### src/rtl/crc_stream_engine_if.sv
// ----------------------------------------------------------------------------
// crc_stream_engine_if
//
// Purpose: groups the two handshake channels of the CRC stream engine.
//   Beat channel   (producer -> engine): s_valid, s_ready, s_data, s_keep, s_last
//   Result channel (engine -> consumer): m_valid, m_ready, m_crc, m_match, m_len
//
// Modports:
//   master : the side that feeds beats and consumes results (e.g. a testbench)
//   slave  : the CRC engine itself
//
// DATA_BYTES must match the DATA_BYTES of the engine it is connected to.
// ----------------------------------------------------------------------------
interface crc_stream_engine_if #(
    parameter int DATA_BYTES = 4
);
    logic                    s_valid;
    logic                    s_ready;
    logic [8*DATA_BYTES-1:0] s_data;
    logic [DATA_BYTES-1:0]   s_keep;
    logic                    s_last;

    logic                    m_valid;
    logic                    m_ready;
    logic [31:0]             m_crc;
    logic                    m_match;
    logic [15:0]             m_len;

    modport master (
        output s_valid, s_data, s_keep, s_last, m_ready,
        input  s_ready, m_valid, m_crc, m_match, m_len
    );

    modport slave (
        input  s_valid, s_data, s_keep, s_last, m_ready,
        output s_ready, m_valid, m_crc, m_match, m_len
    );
endinterface

### src/rtl/crc_stream_engine.sv
// ----------------------------------------------------------------------------
// crc_stream_engine
//
// Purpose: computes a 32-bit CRC over a framed byte stream, DATA_BYTES bytes
// per beat, one beat per cycle. The result (CRC, residue match flag and the
// saturating byte count) is presented one cycle after the last beat and held
// until consumed.
//
// Ports:
//   clk    in   clock, rising edge
//   rst_n  in   asynchronous active-low reset
//   clr    in   synchronous frame abort; wins over everything else
//   busy   out  frame open or result pending
//   bus    crc_stream_engine_if.slave (beat channel in, result channel out)
//
// Parameters: DATA_BYTES (1/2/4/8), CRC_POLY, CRC_INIT, XOR_OUT, REFLECT,
// CHECK_RESIDUE.
// ----------------------------------------------------------------------------
module crc_stream_engine #(
    parameter int          DATA_BYTES    = 4,
    parameter logic [31:0] CRC_POLY      = 32'h04C11DB7,
    parameter logic [31:0] CRC_INIT      = 32'hFFFFFFFF,
    parameter logic [31:0] XOR_OUT       = 32'hFFFFFFFF,
    parameter bit          REFLECT       = 1'b1,
    parameter logic [31:0] CHECK_RESIDUE = 32'h2144DF1C
) (
    input  logic                   clk,
    input  logic                   rst_n,
    input  logic                   clr,
    output logic                   busy,
    crc_stream_engine_if.slave     bus
);

    typedef enum logic [1:0] {
        IDLE,
        ACCUM,
        DONE
    } state_t;

    state_t      state_q, state_d;
    logic [31:0] crc_q, crc_d;
    logic [15:0] count_q, count_d;
    logic        m_valid_q, m_valid_d;
    logic [31:0] m_crc_q, m_crc_d;
    logic        m_match_q, m_match_d;
    logic [15:0] m_len_q, m_len_d;

    logic                  beat_fire;
    logic [DATA_BYTES-1:0] lane_en;
    logic [31:0]           beat_crc;
    logic [3:0]            lane_count;
    logic [16:0]           count_sum;
    logic [15:0]           beat_count;
    logic [31:0]           frame_crc;

    // The register is always kept in normal (MSB-first) form. Reflected
    // operation is obtained by bit-reversing each input byte going in and
    // the whole register coming out, so one update routine serves both modes.
    function automatic logic [31:0] crc_byte(input logic [31:0] crc,
                                             input logic [7:0]  data);
        logic [31:0] c;
        logic [7:0]  d;
        c = crc;
        for (int i = 0; i < 8; i++) begin
            d[i] = REFLECT ? data[7-i] : data[i];
        end
        for (int i = 7; i >= 0; i--) begin
            if (c[31] ^ d[i]) begin
                c = {c[30:0], 1'b0} ^ CRC_POLY;
            end else begin
                c = {c[30:0], 1'b0};
            end
        end
        return c;
    endfunction

    function automatic logic [31:0] reverse32(input logic [31:0] v);
        logic [31:0] r;
        for (int i = 0; i < 32; i++) begin
            r[i] = v[31-i];
        end
        return r;
    endfunction

    assign bus.s_ready = !clr && (!m_valid_q || bus.m_ready);
    assign beat_fire   = bus.s_valid && bus.s_ready;

    // s_keep only matters on the last beat; earlier beats are always full.
    assign lane_en = bus.s_last ? bus.s_keep : {DATA_BYTES{1'b1}};

    // Fold every enabled lane into the CRC in ascending lane order within a
    // single cycle, and count how many bytes that was. Gaps in the keep mask
    // are simply skipped.
    always_comb begin
        beat_crc   = crc_q;
        lane_count = 4'd0;
        for (int lane = 0; lane < DATA_BYTES; lane++) begin
            if (lane_en[lane]) begin
                beat_crc   = crc_byte(beat_crc, bus.s_data[8*lane +: 8]);
                lane_count = lane_count + 4'd1;
            end
        end
    end

    // Byte count saturates at 16'hFFFF instead of wrapping so very long
    // frames still report a meaningful (clamped) length.
    assign count_sum  = {1'b0, count_q} + {13'd0, lane_count};
    assign beat_count = count_sum[16] ? 16'hFFFF : count_sum[15:0];
    assign frame_crc  = (REFLECT ? reverse32(beat_crc) : beat_crc) ^ XOR_OUT;

    // Next-state logic. Priority: clr, then a beat transfer (which may also
    // be consuming the pending result in the same cycle), then a plain
    // result consume. A last beat always restarts the register so a new
    // frame may follow immediately with no idle cycle.
    always_comb begin
        state_d   = state_q;
        crc_d     = crc_q;
        count_d   = count_q;
        m_valid_d = m_valid_q;
        m_crc_d   = m_crc_q;
        m_match_d = m_match_q;
        m_len_d   = m_len_q;

        if (clr) begin
            state_d   = IDLE;
            crc_d     = CRC_INIT;
            count_d   = 16'd0;
            m_valid_d = 1'b0;
        end else if (beat_fire) begin
            if (bus.s_last) begin
                state_d   = DONE;
                crc_d     = CRC_INIT;
                count_d   = 16'd0;
                m_valid_d = 1'b1;
                m_crc_d   = frame_crc;
                m_match_d = (frame_crc == CHECK_RESIDUE);
                m_len_d   = beat_count;
            end else begin
                state_d   = ACCUM;
                crc_d     = beat_crc;
                count_d   = beat_count;
                m_valid_d = 1'b0;
            end
        end else if (m_valid_q && bus.m_ready) begin
            state_d   = IDLE;
            m_valid_d = 1'b0;
        end
    end

    // State and result registers; reset clears everything, including any
    // half-accumulated frame and any pending result.
    always_ff @(posedge clk or negedge rst_n) begin
        if (!rst_n) begin
            state_q   <= IDLE;
            crc_q     <= CRC_INIT;
            count_q   <= 16'd0;
            m_valid_q <= 1'b0;
            m_crc_q   <= 32'd0;
            m_match_q <= 1'b0;
            m_len_q   <= 16'd0;
        end else begin
            state_q   <= state_d;
            crc_q     <= crc_d;
            count_q   <= count_d;
            m_valid_q <= m_valid_d;
            m_crc_q   <= m_crc_d;
            m_match_q <= m_match_d;
            m_len_q   <= m_len_d;
        end
    end

    assign bus.m_valid = m_valid_q;
    assign bus.m_crc   = m_crc_q;
    assign bus.m_match = m_match_q;
    assign bus.m_len   = m_len_q;
    assign busy        = (state_q != IDLE);

endmodule

### src/flat_wrapper.sv
// flat-port wrapper written by rule: the top's interface ports become plain ports
module crc_stream_engine_flat 
#(
    parameter int          DATA_BYTES    = 4,
    parameter logic [31:0] CRC_POLY      = 32'h04C11DB7,
    parameter logic [31:0] CRC_INIT      = 32'hFFFFFFFF,
    parameter logic [31:0] XOR_OUT       = 32'hFFFFFFFF,
    parameter bit          REFLECT       = 1'b1,
    parameter logic [31:0] CHECK_RESIDUE = 32'h2144DF1C
)
  (clk, rst_n, clr, busy, bus_s_valid, bus_s_data, bus_s_keep, bus_s_last, bus_m_ready, bus_s_ready, bus_m_valid, bus_m_crc, bus_m_match, bus_m_len);
  crc_stream_engine_if #(.DATA_BYTES(DATA_BYTES)) bus_i ();
  input  logic clk;
  input  logic rst_n;
  input  logic clr;
  output logic busy;
  input wire logic [$bits(bus_i.s_valid)-1:0] bus_s_valid;
  input wire logic [$bits(bus_i.s_data)-1:0] bus_s_data;
  input wire logic [$bits(bus_i.s_keep)-1:0] bus_s_keep;
  input wire logic [$bits(bus_i.s_last)-1:0] bus_s_last;
  input wire logic [$bits(bus_i.m_ready)-1:0] bus_m_ready;
  output wire logic [$bits(bus_i.s_ready)-1:0] bus_s_ready;
  output wire logic [$bits(bus_i.m_valid)-1:0] bus_m_valid;
  output wire logic [$bits(bus_i.m_crc)-1:0] bus_m_crc;
  output wire logic [$bits(bus_i.m_match)-1:0] bus_m_match;
  output wire logic [$bits(bus_i.m_len)-1:0] bus_m_len;
  assign bus_i.s_valid = bus_s_valid;
  assign bus_i.s_data = bus_s_data;
  assign bus_i.s_keep = bus_s_keep;
  assign bus_i.s_last = bus_s_last;
  assign bus_i.m_ready = bus_m_ready;
  assign bus_s_ready = bus_i.s_ready;
  assign bus_m_valid = bus_i.m_valid;
  assign bus_m_crc = bus_i.m_crc;
  assign bus_m_match = bus_i.m_match;
  assign bus_m_len = bus_i.m_len;
  crc_stream_engine #(.DATA_BYTES(DATA_BYTES), .CRC_POLY(CRC_POLY), .CRC_INIT(CRC_INIT), .XOR_OUT(XOR_OUT), .REFLECT(REFLECT), .CHECK_RESIDUE(CHECK_RESIDUE)) u_core (.clk(clk), .rst_n(rst_n), .clr(clr), .busy(busy), .bus(bus_i));
endmodule
### config.mk
export PLATFORM = sky130hd
export DESIGN_NAME = crc_stream_engine_flat
export DESIGN_NICKNAME = d
export VERILOG_FILES = /design/src/rtl/crc_stream_engine_if.sv /design/src/rtl/crc_stream_engine.sv /design/src/flat_wrapper.sv
export SDC_FILE = /design/constraint.sdc
export NUM_CORES = 1
export LEC_CHECK = 0
export BUFFER_PORTS_ARGS = -buffer_cell sky130_fd_sc_hd__buf_4
export CELL_PAD_IN_SITES_DETAIL_PLACEMENT = 1
export CELL_PAD_IN_SITES_GLOBAL_PLACEMENT = 1
export CORE_MARGIN = 1.5
export CORE_UTILIZATION = 43
export CTS_CLUSTER_DIAMETER = 40
export DETAILED_ROUTE_END_ITERATION = 10
export GPL_ROUTABILITY_DRIVEN = 0
export PLACE_DENSITY_LB_ADDON = 0.1
export RECOVER_POWER = 100
export SYNTH_ARGS = -nofsm -noshare
export SYNTH_HDL_FRONTEND = slang
export SYNTH_SLANG_ARGS = --single-unit
### constraint.sdc
create_clock -name clk -period 5.65 [get_ports clk]
set_clock_uncertainty 0.2 [all_clocks]
set_input_delay 0.2825 -clock clk [delete_from_list [all_inputs] [get_ports clk]]
set_output_delay 0.2825 -clock clk [all_outputs]
set_load 0.02 [all_outputs]
==> impl_results.md <==
* Status: finished with violations
* Failing checks: capacitance limit, slew limit, setup timing
* Most common cell after layout, fill and taps aside: buf_4
* Die X-Extent at 154.1 µm
* Most frequent cells in the layout: buf_4 (188), xnor2_1 (132), nor2_1 (117), nand2_1 (101), a21oi_1 (78)
* Mapped Avg Cell Area at 9.061 µm²
* Htree depth at 3
* Post-synth ARST share at 100.0%
* Max Slew Vio Count at 179
* Skew-Pair Late Insertion Delay at 0.35 ns
* Post-synthesis cell count at 1084
* Pin count of the biggest net entering global routing at 83
* Placed insts at 1516
* Ys flop type: dfrtp_1
* Worst hold path class: reg -> reg
* Initial drt markers at 631
* Final Hold Fails at 0
* Drt drc at 0
* Die Area at 23760 µm²
* Diode count at 0
* Register bit total from synthesis at 99
* Initial core utilization at 43.65%
* Final setup viols at 6
* Seq/Total Area, Yosys at 25.63%
* Vias in the first global route at 8921
* Worst setup margin at -0.08234 ns
* Layout Cells excl Fill at 1582
* Hold Startpoint: u_core.bus.m_len[1]$_DFFE_PN0P_
* Nets at 1342
* Final Critical Period at 5.732 ns
* CP required at 5.71 ns
* Worst setup path start: u_core.crc_q[21]$_DFFE_PN1P_
* CTS Buffer Depth at 2
* Vias at 8992
* # fillers at 2641
* Routed wire length at 37280 µm
* PortBufs at 93
* Startpoint Class: flop
* Yosys cell types at 77
* CTS Buf Count at 9
* Vias/cell at 5.684
* RSZ-0062 raised after global routing: yes
* Layout area overhead at 26.90%
* F_max at 174.4 MHz
* CP Capture Type: flop
* DR pass1 iterations at 5
* Reg2Reg Capture Point: u_core.bus.m_match$_DFFE_PN0P_
* Fin crit share at 101.5%
* Final ANT Viol Nets at 0
* Ys Warns at 0
* Worst r2r path cells at 17
* I/O Pins at 94
* Register-to-register setup slack at -0.08 ns
* Worst r2r src: u_core.crc_q[21]$_DFFE_PN1P_
* CTS tree: done
* Grt ovf at 0
* Placed inst area at 11510 µm²
* Clock slew at reported path FFs at 0.08 ns
* Clock sink count at 99
* Antenna violations before repair at 0
* Total Routing Usage GR at 29.99%
* Synthesized Nets at 1134
* First-pass GRT wire length at 53520 µm
* Slew @ Worst Pin at 3.265 ns
* Detailed placement HPWL at 27440 µm
* Largest fanout on the critical path at 4
* Fin area at 12460 µm²
* Share of layout cells above drive strength 1 at 29.14%
* Die span in y at 154.1 µm
* Clock Tree Root: clkbuf_16
* Post-synth EDFFs at 0
* Post-Synthesis Cell Area at 9822 µm²
* Row cnt at 55
* Rel. slew slack at -117.7%
* Crit Path Class: reg -> reg
* Number of max-cap violations at 3
* CORE AREA at 22500 µm²
* Crit path arrival time at 5.79 ns
* Pre-CTS setup slack at -0.3458 ns
* Routed length per instance at 23.57 µm
* Setup crit end: u_core.bus.m_match$_DFFE_PN0P_
[cells by family after synthesis]
logic type	Yosys count	share of synthesized area [%]
simple gates	323	15.10
compound gates	229	13.73
fa+ha+maj	8	1.096
flops	99	25.63
buf+inv	71	2.905
mux	70	7.656
xor+xnor	283	33.85
other cells	1	0.03818
[worst min-delay path by stage]
| stage | cells past startpoint | slack [ns] | endpoint |
|---|---|---|---|
| 4_1_cts | 2 | 0.29 | u_core.bus.m_len[9]$_DFFE_PN0P_ |
| 2_1_floorplan | 0 | -0.21 | u_core.bus.m_crc[0]$_DFFE_PN0P_ |
| 3_3_place_gp | 1 | 0.12 | u_core.count_q[8]$_DFFE_PN0P_ |
| 6_report | 2 | 0.28 | u_core.bus.m_len[1]$_DFFE_PN0P_ |
| 3_5_place_dp | 1 | 0.12 | u_core.bus.m_len[9]$_DFFE_PN0P_ |
| 5_1_grt | 1 | 0.32 | u_core.bus.m_crc[11]$_DFFE_PN0P_ |
[what timing repair did]
| item | in CTS | in global routing |
|---|---|---|
| hold endpoints to repair | 44 | 0 |
| hold buffers | 3 | 0 |
| gates resized for setup | 26 | 71 |
| endpoints found under the setup margin | 18 | 23 |
| cloned | 0 | 0 |
| buffers inserted | 4 | 43 |
| pin swaps | 3 | 44 |
[critical path, stage by stage, from the launching register on]
cell      delay [ns]
dfstp_2         0.59
xor3_1          0.35
xnor3_2         0.45
mux2i_4         0.22
or2_4           0.29
a211oi_4        0.41
xor2_2          0.30
xor2_2          0.22
xnor3_1         0.48
mux2i_4         0.30
xor2_4          0.31
buf_6           0.15
xor3_1          0.34
xnor3_1         0.41
o21ai_1         0.11
nor3_2          0.13
nand4b_1        0.15
o31ai_2         0.20
[flip-flops by register name, indices dropped and copies added (netlist names)]
name                cells
u_core.count_q         16
u_core.state_q          1
u_core.bus.m_len       16
u_core.bus.m_valid      1
u_core.crc_q           32
u_core.bus.m_crc       32
u_core.bus.m_match      1
[layer usage]
layer / up-vias / global-route usage, % / share of wire, %
li1: 4110 / - / -
met1: 4547 / 41.39 / 44
met5: - / 0 / 0
met2: 274 / 48.07 / 47
met3: 61 / 2.847 / 4.6
met4: 0 / 13.04 / 4.2
[layout make-up]
type                       count  area [µm²]  share of cell area [%]
clock buffer                  10       229.0                   1.837
clock inverter                 6       45.04                  0.3614
inverter                      11       41.29                  0.3313
multi-input combinational    914        7501                   60.18
sequential                    99        2517                   20.20
tap                          285       356.6                   2.861
timing repair buffer         257        1774                   14.23
[metrics by stage]
| step | util, % | TNS (ns) | hold WS, ns |
|---|---|---|---|
| after floorplan | - | 0 | -0.2131 |
| after global routing | 55.39 | -1.281 | 0.3172 |
| after detailed placement | 51.14 | -1.930 | 0.1241 |
| final | 55.39 | -0.2772 | 0.2807 |
| after CTS | 53.28 | 0 | 0.2850 |
| after global placement | 51.14 | -0.8626 | 0.1197 |
[cells in the mapped netlist, drive strengths merged, types with 6 or more instances]
cell,number,area [µm²]
o21ai,83,419.2
nor2,119,446.7
xor3,13,309.1
a21o,11,82.58
nand3,18,90.09
mux2,22,247.7
xnor2,165,1558
dfstp,32,840.8
and3,6,37.54
nand4,8,56.30
xor2,69,645.6
xnor3,36,812.0
inv,11,41.29
ha,7,87.58
nand2b,13,81.33
dfrtp,67,1677
nor3,19,116.4
nand2,103,389.1
a21oi,85,436.7
buf,15,75.08
mux2i,48,504.2
clkbuf,45,168.9
a211oi,6,50.05
o22a,6,52.55
Power is left out: the tool's default activity adds up to more than one toggle a clock period on the data nets, which glitch-free logic cannot reach.
